### src/rtl/cmp_iter_nbit_pkg.sv
// ----------------------------------------------------------------------------
// cmp_pkg
// Shared types and elaboration helpers for the iterative chunked comparator.
//   state_t  : FSM encoding (IDLE / SCAN / DONE)
//   nchunk() : number of CHUNK-bit slices in a WIDTH-bit operand
//   idx_w()  : width of the chunk index register, never below 1
//   cfg_ok() : legal WIDTH/CHUNK pairing, evaluated at elaboration
// ----------------------------------------------------------------------------
package cmp_pkg;

    typedef enum logic [1:0] {
        IDLE = 2'd0,
        SCAN = 2'd1,
        DONE = 2'd2
    } state_t;

    function automatic int nchunk(input int width, input int chunk);
        return width / chunk;
    endfunction

    // A single-chunk operand still needs a 1-bit index register.
    function automatic int idx_w(input int n);
        return (n <= 1) ? 1 : $clog2(n);
    endfunction

    function automatic bit cfg_ok(input int width, input int chunk);
        return (chunk >= 1) && (chunk <= width) && ((width % chunk) == 0);
    endfunction

endpackage

### src/rtl/cmp_iter_nbit_if.sv
// ----------------------------------------------------------------------------
// cmp_iter_nbit_if
// Request/result bundle of the iterative comparator.
//   start_i, signed_i, abort_i, a_i, b_i : request side (driven by master)
//   ready_o, busy_o, done_o              : handshake status (driven by slave)
//   equal_o, alarger_o, blarger_o        : one-hot result (driven by slave)
// ----------------------------------------------------------------------------
interface cmp_iter_nbit_if #(
    parameter int WIDTH = 32
);
    logic             start_i;
    logic             signed_i;
    logic             abort_i;
    logic [WIDTH-1:0] a_i;
    logic [WIDTH-1:0] b_i;
    logic             ready_o;
    logic             busy_o;
    logic             done_o;
    logic             equal_o;
    logic             alarger_o;
    logic             blarger_o;

    modport master (
        output start_i, signed_i, abort_i, a_i, b_i,
        input  ready_o, busy_o, done_o, equal_o, alarger_o, blarger_o
    );

    modport slave (
        input  start_i, signed_i, abort_i, a_i, b_i,
        output ready_o, busy_o, done_o, equal_o, alarger_o, blarger_o
    );
endinterface

### src/rtl/cmp_iter_nbit_chunk.sv
// ----------------------------------------------------------------------------
// cmp_chunk
// Combinational unsigned compare of one W-bit slice.
//   a, b : slice operands
//   eq   : a == b
//   gt   : a >  b (unsigned)
// ----------------------------------------------------------------------------
module cmp_chunk #(
    parameter int W = 8
) (
    input  logic [W-1:0] a,
    input  logic [W-1:0] b,
    output logic         eq,
    output logic         gt
);
    assign eq = (a == b);
    assign gt = (a > b);
endmodule

### src/rtl/cmp_iter_nbit.sv
// ----------------------------------------------------------------------------
// cmp_iter_nbit
// Multi-cycle WIDTH-bit comparator. Walks the operands one CHUNK-bit slice per
// cycle from the most-significant end and stops at the first differing slice.
// Signed compares are turned into unsigned ones by flipping the sign bit of
// both operands at capture.
//   clk_i : clock, rising edge
//   rst_i : asynchronous active-high reset
//   bus   : cmp_iter_nbit_if slave (start/signed/abort/a/b in;
//           ready/busy/done/equal/alarger/blarger out)
// ----------------------------------------------------------------------------
module cmp_iter_nbit
    import cmp_pkg::*;
#(
    parameter int WIDTH = 32,
    parameter int CHUNK = 8
) (
    input  logic                  clk_i,
    input  logic                  rst_i,
    cmp_iter_nbit_if.slave        bus
);
    localparam int NCHUNK = nchunk(WIDTH, CHUNK);
    localparam int IDXW   = idx_w(NCHUNK);

    if (!cfg_ok(WIDTH, CHUNK)) begin : g_bad_cfg
        $error("cmp_iter_nbit: WIDTH must be a non-zero multiple of CHUNK");
    end

    state_t                         state_q, state_d;
    logic [IDXW-1:0]                idx_q, idx_d;
    logic [NCHUNK-1:0][CHUNK-1:0]   a_q, a_d, b_q, b_d;
    logic                           eq_q, eq_d, gt_q, gt_d, lt_q, lt_d;

    logic [CHUNK-1:0]               a_c, b_c;
    logic                           c_eq, c_gt;

    // Slice currently under inspection.
    if (NCHUNK == 1) begin : g_one
        assign a_c = a_q[0];
        assign b_c = b_q[0];
    end else begin : g_many
        assign a_c = a_q[idx_q];
        assign b_c = b_q[idx_q];
    end

    cmp_chunk #(.W(CHUNK)) u_chunk (
        .a  (a_c),
        .b  (b_c),
        .eq (c_eq),
        .gt (c_gt)
    );

    always_ff @(posedge clk_i or posedge rst_i) begin
        if (rst_i) begin
            state_q <= IDLE;
            idx_q   <= IDXW'(NCHUNK - 1);
            a_q     <= '0;
            b_q     <= '0;
            eq_q    <= 1'b0;
            gt_q    <= 1'b0;
            lt_q    <= 1'b0;
        end else begin
            state_q <= state_d;
            idx_q   <= idx_d;
            a_q     <= a_d;
            b_q     <= b_d;
            eq_q    <= eq_d;
            gt_q    <= gt_d;
            lt_q    <= lt_d;
        end
    end

    always_comb begin
        state_d = state_q;
        idx_d   = idx_q;
        a_d     = a_q;
        b_d     = b_q;
        eq_d    = eq_q;
        gt_d    = gt_q;
        lt_d    = lt_q;

        unique case (state_q)
            IDLE: begin
                // abort wins over a simultaneous start
                if (bus.start_i && !bus.abort_i) begin
                    a_d = bus.a_i;
                    b_d = bus.b_i;
                    // Sign-bias: with the MSB inverted, unsigned ordering of
                    // the biased values equals two's-complement ordering.
                    if (bus.signed_i) begin
                        a_d[NCHUNK-1][CHUNK-1] = ~bus.a_i[WIDTH-1];
                        b_d[NCHUNK-1][CHUNK-1] = ~bus.b_i[WIDTH-1];
                    end
                    idx_d   = IDXW'(NCHUNK - 1);
                    state_d = SCAN;
                end
            end
            SCAN: begin
                if (bus.abort_i) begin
                    state_d = IDLE;
                end else if (!c_eq) begin
                    eq_d    = 1'b0;
                    gt_d    = c_gt;
                    lt_d    = !c_gt;
                    state_d = DONE;
                end else if (idx_q == '0) begin
                    eq_d    = 1'b1;
                    gt_d    = 1'b0;
                    lt_d    = 1'b0;
                    state_d = DONE;
                end else begin
                    idx_d   = idx_q - IDXW'(1);
                end
            end
            DONE: begin
                state_d = IDLE;
            end
            default: begin
                state_d = IDLE;
            end
        endcase
    end

    // ready is held low while reset is asserted and rises on release.
    assign bus.ready_o   = (state_q == IDLE) && !rst_i;
    assign bus.busy_o    = (state_q == SCAN);
    assign bus.done_o    = (state_q == DONE);
    assign bus.equal_o   = eq_q;
    assign bus.alarger_o = gt_q;
    assign bus.blarger_o = lt_q;

endmodule

### src/flat_wrapper.sv
// flat-port wrapper written by rule: the top's interface ports become plain ports
module cmp_iter_nbit_flat import cmp_pkg::*;
#(
    parameter int WIDTH = 32,
    parameter int CHUNK = 8
)
  (clk_i, rst_i, bus_start_i, bus_signed_i, bus_abort_i, bus_a_i, bus_b_i, bus_ready_o, bus_busy_o, bus_done_o, bus_equal_o, bus_alarger_o, bus_blarger_o);
  cmp_iter_nbit_if #(.WIDTH(WIDTH)) bus_i ();
  input  logic clk_i;
  input  logic rst_i;
  input wire logic [$bits(bus_i.start_i)-1:0] bus_start_i;
  input wire logic [$bits(bus_i.signed_i)-1:0] bus_signed_i;
  input wire logic [$bits(bus_i.abort_i)-1:0] bus_abort_i;
  input wire logic [$bits(bus_i.a_i)-1:0] bus_a_i;
  input wire logic [$bits(bus_i.b_i)-1:0] bus_b_i;
  output wire logic [$bits(bus_i.ready_o)-1:0] bus_ready_o;
  output wire logic [$bits(bus_i.busy_o)-1:0] bus_busy_o;
  output wire logic [$bits(bus_i.done_o)-1:0] bus_done_o;
  output wire logic [$bits(bus_i.equal_o)-1:0] bus_equal_o;
  output wire logic [$bits(bus_i.alarger_o)-1:0] bus_alarger_o;
  output wire logic [$bits(bus_i.blarger_o)-1:0] bus_blarger_o;
  assign bus_i.start_i = bus_start_i;
  assign bus_i.signed_i = bus_signed_i;
  assign bus_i.abort_i = bus_abort_i;
  assign bus_i.a_i = bus_a_i;
  assign bus_i.b_i = bus_b_i;
  assign bus_ready_o = bus_i.ready_o;
  assign bus_busy_o = bus_i.busy_o;
  assign bus_done_o = bus_i.done_o;
  assign bus_equal_o = bus_i.equal_o;
  assign bus_alarger_o = bus_i.alarger_o;
  assign bus_blarger_o = bus_i.blarger_o;
  cmp_iter_nbit #(.WIDTH(WIDTH), .CHUNK(CHUNK)) u_core (.clk_i(clk_i), .rst_i(rst_i), .bus(bus_i));
endmodule
### config.mk
export PLATFORM = sky130hd
export DESIGN_NAME = cmp_iter_nbit_flat
export DESIGN_NICKNAME = d
export VERILOG_FILES = /design/src/rtl/cmp_iter_nbit_pkg.sv /design/src/rtl/cmp_iter_nbit_if.sv /design/src/rtl/cmp_iter_nbit_chunk.sv /design/src/rtl/cmp_iter_nbit.sv /design/src/flat_wrapper.sv
export SDC_FILE = /design/constraint.sdc
export NUM_CORES = 1
export LEC_CHECK = 0
export CORE_ASPECT_RATIO = 1.25
export CORE_MARGIN = 5
export CORE_UTILIZATION = 38
export CTS_CLUSTER_DIAMETER = 150
export DETAILED_ROUTE_END_ITERATION = 12
export PLACE_DENSITY = 0.62
export SLEW_MARGIN = 10
export SYNTH_ARGS = -nofsm -noshare
export SYNTH_HDL_FRONTEND = slang
export SYNTH_SLANG_ARGS = --single-unit
### constraint.sdc
create_clock -name clk_i -period 7.4 [get_ports clk_i]
set_clock_uncertainty 0.1 [all_clocks]
set_input_delay 0.74 -clock clk_i [delete_from_list [all_inputs] [get_ports clk_i]]
set_output_delay 0.74 -clock clk_i [all_outputs]
set_load 0.01 [all_outputs]
==> flow_metrics.py, run 1 <==
metrics = {
    "setup_path": {
        "crit_path_max_fanout": 19,
        "critPathRequiredTime_ns": 7.53,
        "worst_setup_path_start_kind": "flop",
        "critical_path_class": "reg2reg",
        "end_kind": "flop",
        "critical_path_arrival_ns": 3.14,
    },
    "placement": {
        "preCtsSetupSlack_ns": 4.42,
        "dp.cells": 405,
        "port_buffers": 74,
        "place.gp.congestion": 0.777,
        "place.detailed.hpwl_um": 4740,
    },
    "job": {
        "cap_violations": 0,
    },
    "sta": {
        "worstMarginPinSlew_ns": 0.893,
        "hold_ws_ns": 0.398,
        "timing.final.crit_share_pct": 40.6,
        "hold_viol_final": 0,
        "fin_ws_ns": 4.40,
        "relSlewSlack_pct": 40.5,
        "period_needed_ns": 3.00,
        "maxSlewViolCount": 0,
        "setup_violations": 0,
        "tns_ns": 0,
        "max_clock_freq_mhz": 333,
        "rsz0062_at_grt": "false",
    },
    "drt": {
        "num_vias": 2054,
        "avgRoutedWirePerCell_um": 15.8,
        "first_iter_violations": 58,
        "routed-wl-met3_um": 288,
        "ant_nets": 0,
        "wl_met2_um": 3570,
        "vias_per_cell": 4.88,
        "routed.top_layer": "met4",
        "wl_um": 6670,
        "first_pass_iters": 4,
        "m1WireLength_um": 2670,
        "drcViolationCount": 0,
    },
    "synthesis": {
        "syn_inst": 220,
        "synth_area_mm2": 0.00331,
        "syn_area_per_cell_um2": 15.1,
        "yosysSeqAreaShare_pct": 53.7,
        "synth_nets": 298,
        "yosysWarningCount": 0,
        "synth_seq_cells": 71,
        "synth.distinct_cells": 29,
    },
    "clock_tree": {
        "hold_buffers": 0,
        "clk_pin_slew_ns": 0.08,
        "clock_path_buffers": 2,
        "cts_setup_buffers": 0,
        "cts_root_buffer": "clkbuf_8",
        "cts_tree": "yes",
        "ctsResizeCount": 0,
        "cts_inserted_buffers": 9,
        "htreeDepth": 3,
        "cts.sink_count": 71,
        "clock_latency_ns": 0.35,
    },
    "die": {
        "coreArea_mm2": 0.00861,
        "die_w_um": 93.5,
        "rows": 38,
        "ios": 75,
        "initial_core_util_pct": 38.5,
        "chipHeight_um": 114,
        "die-area_mm2": 0.0107,
    },
    "power": {
        "leakage_nw": 1.81,
        "share_seq_of_total_power_pct": 49.4,
        "p_clk_share_pct": 26.4,
        "intPower_uw": 770,
        "p_sw_uw": 284,
        "irDropWorstVdd_mv": 0.102,
        "pwr-share-comb_pct": 24.2,
        "p_per_area_mw_per_mm2": 243,
        "swShare_pct": 27.0,
    },
    "global_route": {
        "track_usage_pct": 13.8,
        "grt_pass1_vias": 2250,
        "grt_pass1_wl_um": 11100,
        "gr-total-overflow": 0,
        "antenna_found_initial": 0,
        "grt_max_degree": 72,
    },
    "cells_and_area": {
        "drive_gt1_share_pct": 32.2,
        "layout.nets": 374,
        "mostFrequentLayoutCell": "clkdlybuf4s50_1",
        "areaGrowthSynthToFinish_pct": 30.8,
        "layout_common_cells": "clkdlybuf4s50_1, dfrtp_1, mux2_2, mux4_2, inv_1",
        "diodes": 0,
        "finalNonFillerCells": 421,
    },
    "hold_path": {
        "hold_path_class": "reg2reg",
    },
    "status": {
        "outcome": "completed",
    },
}
-- through the flow --
step / instance area [µm²] / power [mW] / util [%]
finish: 4330 / 1.05 / 50.3
global route: 4330 / 1.12 / 50.3
CTS: 4330 / 1.07 / 50.3
detailed placement: 4160 / 0.789 / 48.3
global placement: 4160 / 0.780 / 48.3
floorplan: 3310 / 0.686 / -
-- layout make-up --
type / count / area, µm²
Multi-Input combinational cell: 126 / 1430
Inverter: 12 / 45.0
Clock inverter: 5 / 33.8
Clock buffer: 11 / 141
Timing Repair Buffer: 76 / 756
Tap cell: 120 / 150
Fill cell: 783 / 4270
Sequential cell: 71 / 1780
-- state kept, by name, indices dropped and copies added (netlist names) --
register	cells
u_core.a_q	32
u_core.b_q	32
u_core.idx_q	2
u_core.state_q	2
u_core.bus.alarger_o	1
u_core.bus.blarger_o	1
u_core.bus.equal_o	1
-- worst max-delay path, stage by stage (launching register included) --
cell and delay, ns:
dfstp_2 0.93, mux4_2 0.59, ha_1 0.31, nand4_1 0.21, nor3_1 0.41, nor2_1 0.14, o21a_1 0.19
-- final timing paths --
| kind | depth (start not counted) | start | to | slack [ns] |
|---|---|---|---|---|
| setup / recovery | 6 | u_core.idx_q[0]$_DFFE_PP1P_ | u_core.bus.equal_o$_DFFE_PP0P_ | 4.40 |
| hold / removal | 1 | u_core.a_q[30]$_DFFE_PP0P_ | u_core.a_q[30]$_DFFE_PP0P_ | 0.40 |
| setup reg to reg | 6 | u_core.idx_q[0]$_DFFE_PP1P_ | u_core.bus.equal_o$_DFFE_PP0P_ | 4.40 |
| hold reg to reg | 1 | u_core.a_q[30]$_DFFE_PP0P_ | u_core.a_q[30]$_DFFE_PP0P_ | 0.40 |
| max in group asynchronous | 3 | rst_i | u_core.b_q[0]$_DFFE_PP0P_ | 5.70 |
| min in group asynchronous | 3 | rst_i | u_core.a_q[4]$_DFFE_PP0P_ | 0.90 |
-- power by group through the flow --
stage	clock (mW)	sequential, mW	combinational (mW)
2_1_floorplan	0	0.511	0.175
3_3_place_gp	0	0.525	0.254
3_5_place_dp	0	0.530	0.260
4_1_cts	0.287	0.522	0.261
5_1_grt	0.302	0.532	0.284
6_report	0.279	0.521	0.255
-- kinds of logic after synthesis --
| logic type | Yosys count | synth area share (%) |
|---|---|---|
| compound gates | 17 | 3.14 |
| xor+xnor | 2 | 0.529 |
| fa+ha+maj | 9 | 3.40 |
| buf+inv | 23 | 3.21 |
| flops | 71 | 53.7 |
| mux | 78 | 32.0 |
| simple gates | 20 | 4.04 |
-- layer usage --
| layer | global-route usage [%] | vias up |
|---|---|---|
| met4 | 7.72 | 0 |
| met5 | 0 | - |
| met2 | 23.2 | 46 |
| met3 | 2.96 | 11 |
| met1 | 16.3 | 1037 |
| li1 | - | 960 |
-- Yosys cell counts --
cell type / n / area, µm²
xnor2_1: 2 / 17.5
o21bai_1: 2 / 15.0
o21ai_0: 3 / 15.0
nor4b_4: 1 / 23.8
mux4_2: 16 / 360
dfrtp_1: 69 / 1730
inv_1: 12 / 45.0
mux2_1: 3 / 33.8
or3b_1: 1 / 8.76
nand2_1: 1 / 3.75
o21a_1: 1 / 7.51
o2bb2ai_1: 1 / 8.76
buf_2: 7 / 35.0
nand2b_1: 1 / 6.26
nor3b_1: 1 / 7.51
nor2b_1: 3 / 18.8
o211a_1: 1 / 10.0
nor2_1: 4 / 15.0
nor4_2: 1 / 12.5
buf_4: 3 / 22.5
nor3_1: 4 / 20.0
ha_1: 9 / 113
nand3_1: 1 / 5.00
a21o_1: 1 / 7.51
mux2_2: 59 / 664
buf_1: 1 / 3.75
a21oi_1: 8 / 40.0
dfstp_2: 2 / 52.6
nand4_1: 2 / 12.5
Note: power is estimated with default switching activity, not from simulation.
==> run 2, diff against run 1 <==
--- a/config.mk
+++ b/config.mk
@@ -10,7 +10,7 @@
 export CORE_UTILIZATION = 38
 export CTS_CLUSTER_DIAMETER = 150
 export DETAILED_ROUTE_END_ITERATION = 12
-export PLACE_DENSITY = 0.62
+export PLACE_DENSITY = 0.65
 export SLEW_MARGIN = 10
 export SYNTH_ARGS = -nofsm -noshare
 export SYNTH_HDL_FRONTEND = slang
==> constraint.sdc (replaced) <==
create_clock -name clk_i -period 2.55 [get_ports clk_i]
set_clock_uncertainty 0.1 [all_clocks]
set_input_delay 0.255 -clock clk_i [delete_from_list [all_inputs] [get_ports clk_i]]
set_output_delay 0.255 -clock clk_i [all_outputs]
set_load 0.01 [all_outputs]
==> flow_metrics.py, run 2 (synthesis gave the netlist of run 1 again) <==
metrics = {
    "drt": {
        "drcViolationCount": 0,
        "wl_um": 6900,
        "first_iter_violations": 30,
        "ant_nets": 0,
        "vias_per_cell": 4.83,
        "avgRoutedWirePerCell_um": 16.0,
        "num_vias": 2088,
        "first_pass_iters": 4,
    },
    "die": {
        "die-area_mm2": 0.0107,
        "die_w_um": 93.5,
        "chipHeight_um": 114,
        "initial_core_util_pct": 38.5,
        "coreArea_mm2": 0.00861,
        "ios": 75,
        "rows": 38,
    },
    "sta": {
        "period_needed_ns": 2.55,
        "max_clock_freq_mhz": 392,
        "relSlewSlack_pct": 66.0,
        "fin_ws_ns": -0.00339,
        "worstMarginPinSlew_ns": 0.509,
        "hold_ws_ns": 0.191,
        "timing.final.crit_share_pct": 100,
        "maxSlewViolCount": 0,
        "hold_viol_final": 0,
        "setup_violations": 1,
        "rsz0062_at_grt": "true",
    },
    "global_route": {
        "grt_max_degree": 70,
        "gr-total-overflow": 0,
        "track_usage_pct": 14.0,
        "antenna_found_initial": 0,
        "grt_pass1_vias": 2276,
        "grt_pass1_wl_um": 11300,
    },
    "setup_path": {
        "crit_slowest_cell": "dfstp_2",
        "critical_path_arrival_ns": 2.72,
        "crit_path_max_fanout": 5,
        "critPathRequiredTime_ns": 2.72,
        "end_kind": "flop",
        "crit_buf_inv": 2,
        "path_cells": "buf_6, mux4_2, ha_4, nand4_1, buf_6, nor4_4, nor3_1, a21oi_1",
        "path_delay_family": "flip-flops",
        "critical_path_class": "reg2reg",
        "cp_common_cell": "buf_6",
        "cpPeakStageDelay_ns": 0.61,
        "r2r-start": "u_core.idx_q[0]$_DFFE_PP1P_",
        "crit_start": "u_core.idx_q[0]$_DFFE_PP1P_",
        "worst_setup_path_start_kind": "flop",
    },
    "hold_path": {
        "hold_path_class": "in2async",
    },
    "placement": {
        "port_buffers": 74,
        "place.gp.congestion": 0.820,
        "place.detailed.hpwl_um": 5040,
        "dp.cells": 411,
        "placed_cell_area_mm2": 0.00427,
    },
    "cells_and_area": {
        "fin_area_mm2": 0.00461,
        "fillCellCount": 731,
        "drive_gt1_share_pct": 36.5,
        "areaGrowthSynthToFinish_pct": 39.1,
        "diodes": 0,
        "layout_common_cells": "clkdlybuf4s50_1, dfrtp_1, mux2_2, mux4_2",
        "layout.nets": 385,
        "finalNonFillerCells": 432,
        "fin_util_pct": 53.5,
        "top_regs": "u_core.a_q (32), u_core.b_q (32)",
        "mostFrequentLayoutCell": "clkdlybuf4s50_1",
    },
    "clock_tree": {
        "cts_inserted_buffers": 9,
        "htreeDepth": 3,
        "cts.sink_count": 71,
        "clock_latency_ns": 0.35,
        "clk_pin_slew_ns": 0.07,
        "cts_tree": "yes",
        "clock_path_buffers": 2,
        "cts_root_buffer": "clkbuf_8",
    },
    "power": {
        "leakage_nw": 1.92,
        "irDropWorstVdd_mv": 0.343,
        "power.total_mw": 3.36,
        "p_per_area_mw_per_mm2": 730,
    },
    "status": {
        "violations": "negative setup slack",
        "outcome": "complete, but fails checks",
    },
    "job": {
        "cap_violations": 0,
    },
}
[run 2: changes by cell type in the layout (fill, tap and decap cells not counted), moves of 3 or more]
cell    delta
buf_12     +5
buf_4      +3
buf_6      +3
ha_1       -3
ha_4       +3
[run 2: cell type report]
cell class | count | area [µm²] | share of cell area, %
timing repair buffer | 87 | 912 | 19.8
clock inverter | 3 | 65.1 | 1.41
clock buffer | 13 | 159 | 3.45
sequential | 71 | 1780 | 38.6
tap | 120 | 150 | 3.26
inverter | 12 | 45.0 | 0.978
multi-input combinational | 126 | 1500 | 32.5
[run 2: report_power, final]
group          internal [mW]  total (mW)  switching [mW]  leakage [nW]
sequential              1.37        1.51           0.133         0.836
combinational          0.537       0.834           0.297         0.975
clock                  0.604        1.02           0.415         0.114
total                   2.51        3.36           0.846          1.92
[run 2: repair_timing]
| action | 4_1_cts | 5_1_grt |
|---|---|---|
| resized for setup | 2 | 10 |
| setup endpoints to repair | 4 | 6 |
| pin swaps | 3 | 4 |
| hold buffers | 0 | 0 |
| buffers inserted | 2 | 3 |
[run 2: through the flow]
step / worst slack [ns] / setup TNS (ns)
final: -0.00339 / -0.00339
after floorplan: 0.00303 / 0
after detailed placement: -0.0391 / -0.0616
after global placement: 0.0181 / 0
after CTS: 0.0208 / 0
after global routing: -0.112 / -0.301
[run 2: worst paths after layout]
kind | end | slack, ns | cells past startpoint
setup / recovery | u_core.idx_q[0]$_DFFE_PP1P_ | -0.003 | 8
hold / removal | u_core.state_q[0]$_DFFE_PP0P_ | 0.19 | 2
setup reg to reg | u_core.idx_q[0]$_DFFE_PP1P_ | -0.003 | 8
hold reg to reg | u_core.a_q[29]$_DFFE_PP0P_ | 0.39 | 1
max in group asynchronous | u_core.a_q[8]$_DFFE_PP0P_ | 1.49 | 3
min in group clk_i | u_core.a_q[29]$_DFFE_PP0P_ | 0.39 | 1
[run 2: layer usage]
layer  GRT usage (%)  part of all wire (%)  vias to the layer above
met3            3.42                   4.6                       13
met5               0                     0                        -
met4            7.53                   2.8                        0
met2            23.3                    52                       47
met1            16.6                    40                     1042
li1                -                     -                      986
==> run 3, diff against run 2 <==
--- a/config.mk
+++ b/config.mk
@@ -5,12 +5,15 @@
 export SDC_FILE = /design/constraint.sdc
 export NUM_CORES = 1
 export LEC_CHECK = 0
+export CAP_MARGIN = 0
+export CELL_PAD_IN_SITES_DETAIL_PLACEMENT = 1
+export CELL_PAD_IN_SITES_GLOBAL_PLACEMENT = 2
 export CORE_ASPECT_RATIO = 1.25
 export CORE_MARGIN = 5
-export CORE_UTILIZATION = 38
+export CORE_UTILIZATION = 31
 export CTS_CLUSTER_DIAMETER = 150
 export DETAILED_ROUTE_END_ITERATION = 12
-export PLACE_DENSITY = 0.65
+export PLACE_DENSITY = 0.74
 export SLEW_MARGIN = 10
 export SYNTH_ARGS = -nofsm -noshare
 export SYNTH_HDL_FRONTEND = slang
==> flow_metrics.py, run 3 (synthesis gave the netlist of run 1 again) <==
metrics = {
    "sta": {
        "fin_ws_ns": -0.0888,
        "rsz0062_at_grt": "true",
        "max_clock_freq_mhz": 379,
        "setup_violations": 6,
        "timing.final.crit_share_pct": 103,
        "hold_viol_final": 0,
        "worstMarginPinSlew_ns": 0.373,
        "hold_ws_ns": 0.284,
        "relSlewSlack_pct": 75.1,
        "maxSlewViolCount": 0,
        "period_needed_ns": 2.64,
    },
    "setup_path": {
        "crit_path_max_fanout": 7,
        "critical_path_arrival_ns": 2.79,
        "critical_path_class": "reg2reg",
        "r2r_cells": 9,
        "end_kind": "flop",
        "reg2reg_to": "u_core.state_q[0]$_DFFE_PP0P_",
        "rrSetupSlack_ns": -0.09,
        "critPathRequiredTime_ns": 2.70,
        "worst_setup_path_start_kind": "flop",
        "r2r-start": "u_core.idx_q[0]$_DFFE_PP1P_",
    },
    "placement": {
        "place.gp.congestion": 0.732,
        "port_buffers": 74,
        "preCtsSetupSlack_ns": -0.0337,
        "place.detailed.hpwl_um": 5310,
        "dp.cells": 422,
    },
    "power": {
        "leakage_nw": 1.95,
        "irDropWorstVdd_mv": 0.333,
        "p_per_area_mw_per_mm2": 738,
    },
    "cells_and_area": {
        "drive_gt1_share_pct": 36.1,
        "top_regs": "u_core.a_q (32), u_core.b_q (32)",
        "layout.nets": 387,
        "fillCellCount": 1079,
        "mostFrequentLayoutCell": "clkdlybuf4s50_1",
        "fin_util_pct": 44.4,
        "layout_common_cells": "clkdlybuf4s50_1, dfrtp_1, mux2_2, mux4_2, inv_1",
        "diodes": 0,
        "areaGrowthSynthToFinish_pct": 41.0,
        "finalNonFillerCells": 445,
    },
    "drt": {
        "first_iter_violations": 48,
        "wl_um": 7430,
        "drcViolationCount": 0,
        "num_vias": 2110,
        "vias_per_cell": 4.74,
        "first_pass_iters": 4,
        "avgRoutedWirePerCell_um": 16.7,
        "ant_nets": 0,
    },
    "status": {
        "violations": "negative setup slack",
        "outcome": "complete, but fails checks",
    },
    "clock_tree": {
        "cts_root_buffer": "clkbuf_16",
        "hold_buffers": 0,
        "cts_inserted_buffers": 9,
        "cts_tree": "yes",
        "clk_pin_slew_ns": 0.05,
        "cts.sink_count": 71,
        "htreeDepth": 3,
        "clock_latency_ns": 0.32,
        "clock_path_buffers": 2,
    },
    "job": {
        "cap_violations": 0,
    },
    "die": {
        "rows": 42,
        "chipHeight_um": 126,
        "initial_core_util_pct": 31.5,
        "die-area_mm2": 0.0129,
        "die_w_um": 102,
        "ios": 75,
        "coreArea_mm2": 0.0105,
    },
    "global_route": {
        "track_usage_pct": 12.2,
        "grt_pass1_vias": 2343,
        "gr-total-overflow": 0,
        "grt_max_degree": 72,
        "antenna_found_initial": 0,
        "grt_pass1_wl_um": 12000,
    },
    "hold_path": {
        "hold_path_class": "in2async",
    },
}
-- run 3: through the flow --
step	power (mW)	TNS (ns)	cell area, µm²
2_1_floorplan	1.99	0	3330
3_3_place_gp	2.29	0	4260
3_5_place_dp	2.31	-0.0904	4260
4_1_cts	3.46	-0.0633	4560
5_1_grt	3.66	-0.878	4670
6_report	3.45	-0.350	4670
-- run 3: power breakdown --
group,switching [mW],internal (mW)
logic,0.298,0.533
clock network,0.422,0.678
registers,0.139,1.38
total,0.859,2.59
-- run 3: layer usage --
metal | routed length [µm] | track usage (%)
met5 | 0 | 0
met4 | 166 | 6.02
met3 | 320 | 2.45
met2 | 4120 | 20.9
met1 | 2820 | 14.3
-- run 3: worst max-delay path, stage by stage (launching register included) --
cell	delay, ns
dfstp_2	0.57
buf_12	0.15
buf_12	0.10
mux4_2	0.49
ha_1	0.32
nand4_1	0.18
nor3_2	0.31
buf_4	0.16
a21oi_1	0.05
a21oi_1	0.12
-- run 3: worst max-delay path by stage --
stage                                      startpoint                        endpoint  slack [ns]  cells past startpoint
after floorplan           u_core.idx_q[0]$_DFFE_PP1P_  u_core.bus.equal_o$_DFFE_PP0P_       0.003                      8
after global placement    u_core.idx_q[0]$_DFFE_PP1P_     u_core.idx_q[0]$_DFFE_PP1P_        0.02                      7
after detailed placement  u_core.idx_q[0]$_DFFE_PP1P_     u_core.idx_q[0]$_DFFE_PP1P_       -0.03                      7
after CTS                 u_core.idx_q[0]$_DFFE_PP1P_     u_core.idx_q[0]$_DFFE_PP1P_       -0.02                      8
after global routing      u_core.idx_q[0]$_DFFE_PP1P_     u_core.idx_q[1]$_DFFE_PP1P_       -0.18                      8
final                     u_core.idx_q[0]$_DFFE_PP1P_   u_core.state_q[0]$_DFFE_PP0P_       -0.09                      9
-- run 3: cell type report --
cell class              instances  area [µm²]  share of cell area (%)
multi-input cells             126        1480                    31.8
inverters                      12        45.0                   0.965
well taps                     132         165                    3.54
clock buffers                  14         254                    5.44
repair buffers                 89         936                    20.0
flip-flops and latches         71        1780                    38.1
clock inverters                 1        5.00                   0.107
-- run 3: repair_timing --
item	CTS	global route
setup endpoints to repair	3	6
hold endpoints to repair	0	0
setup buffers	2	6
pin swaps	2	5
resized for setup	2	9
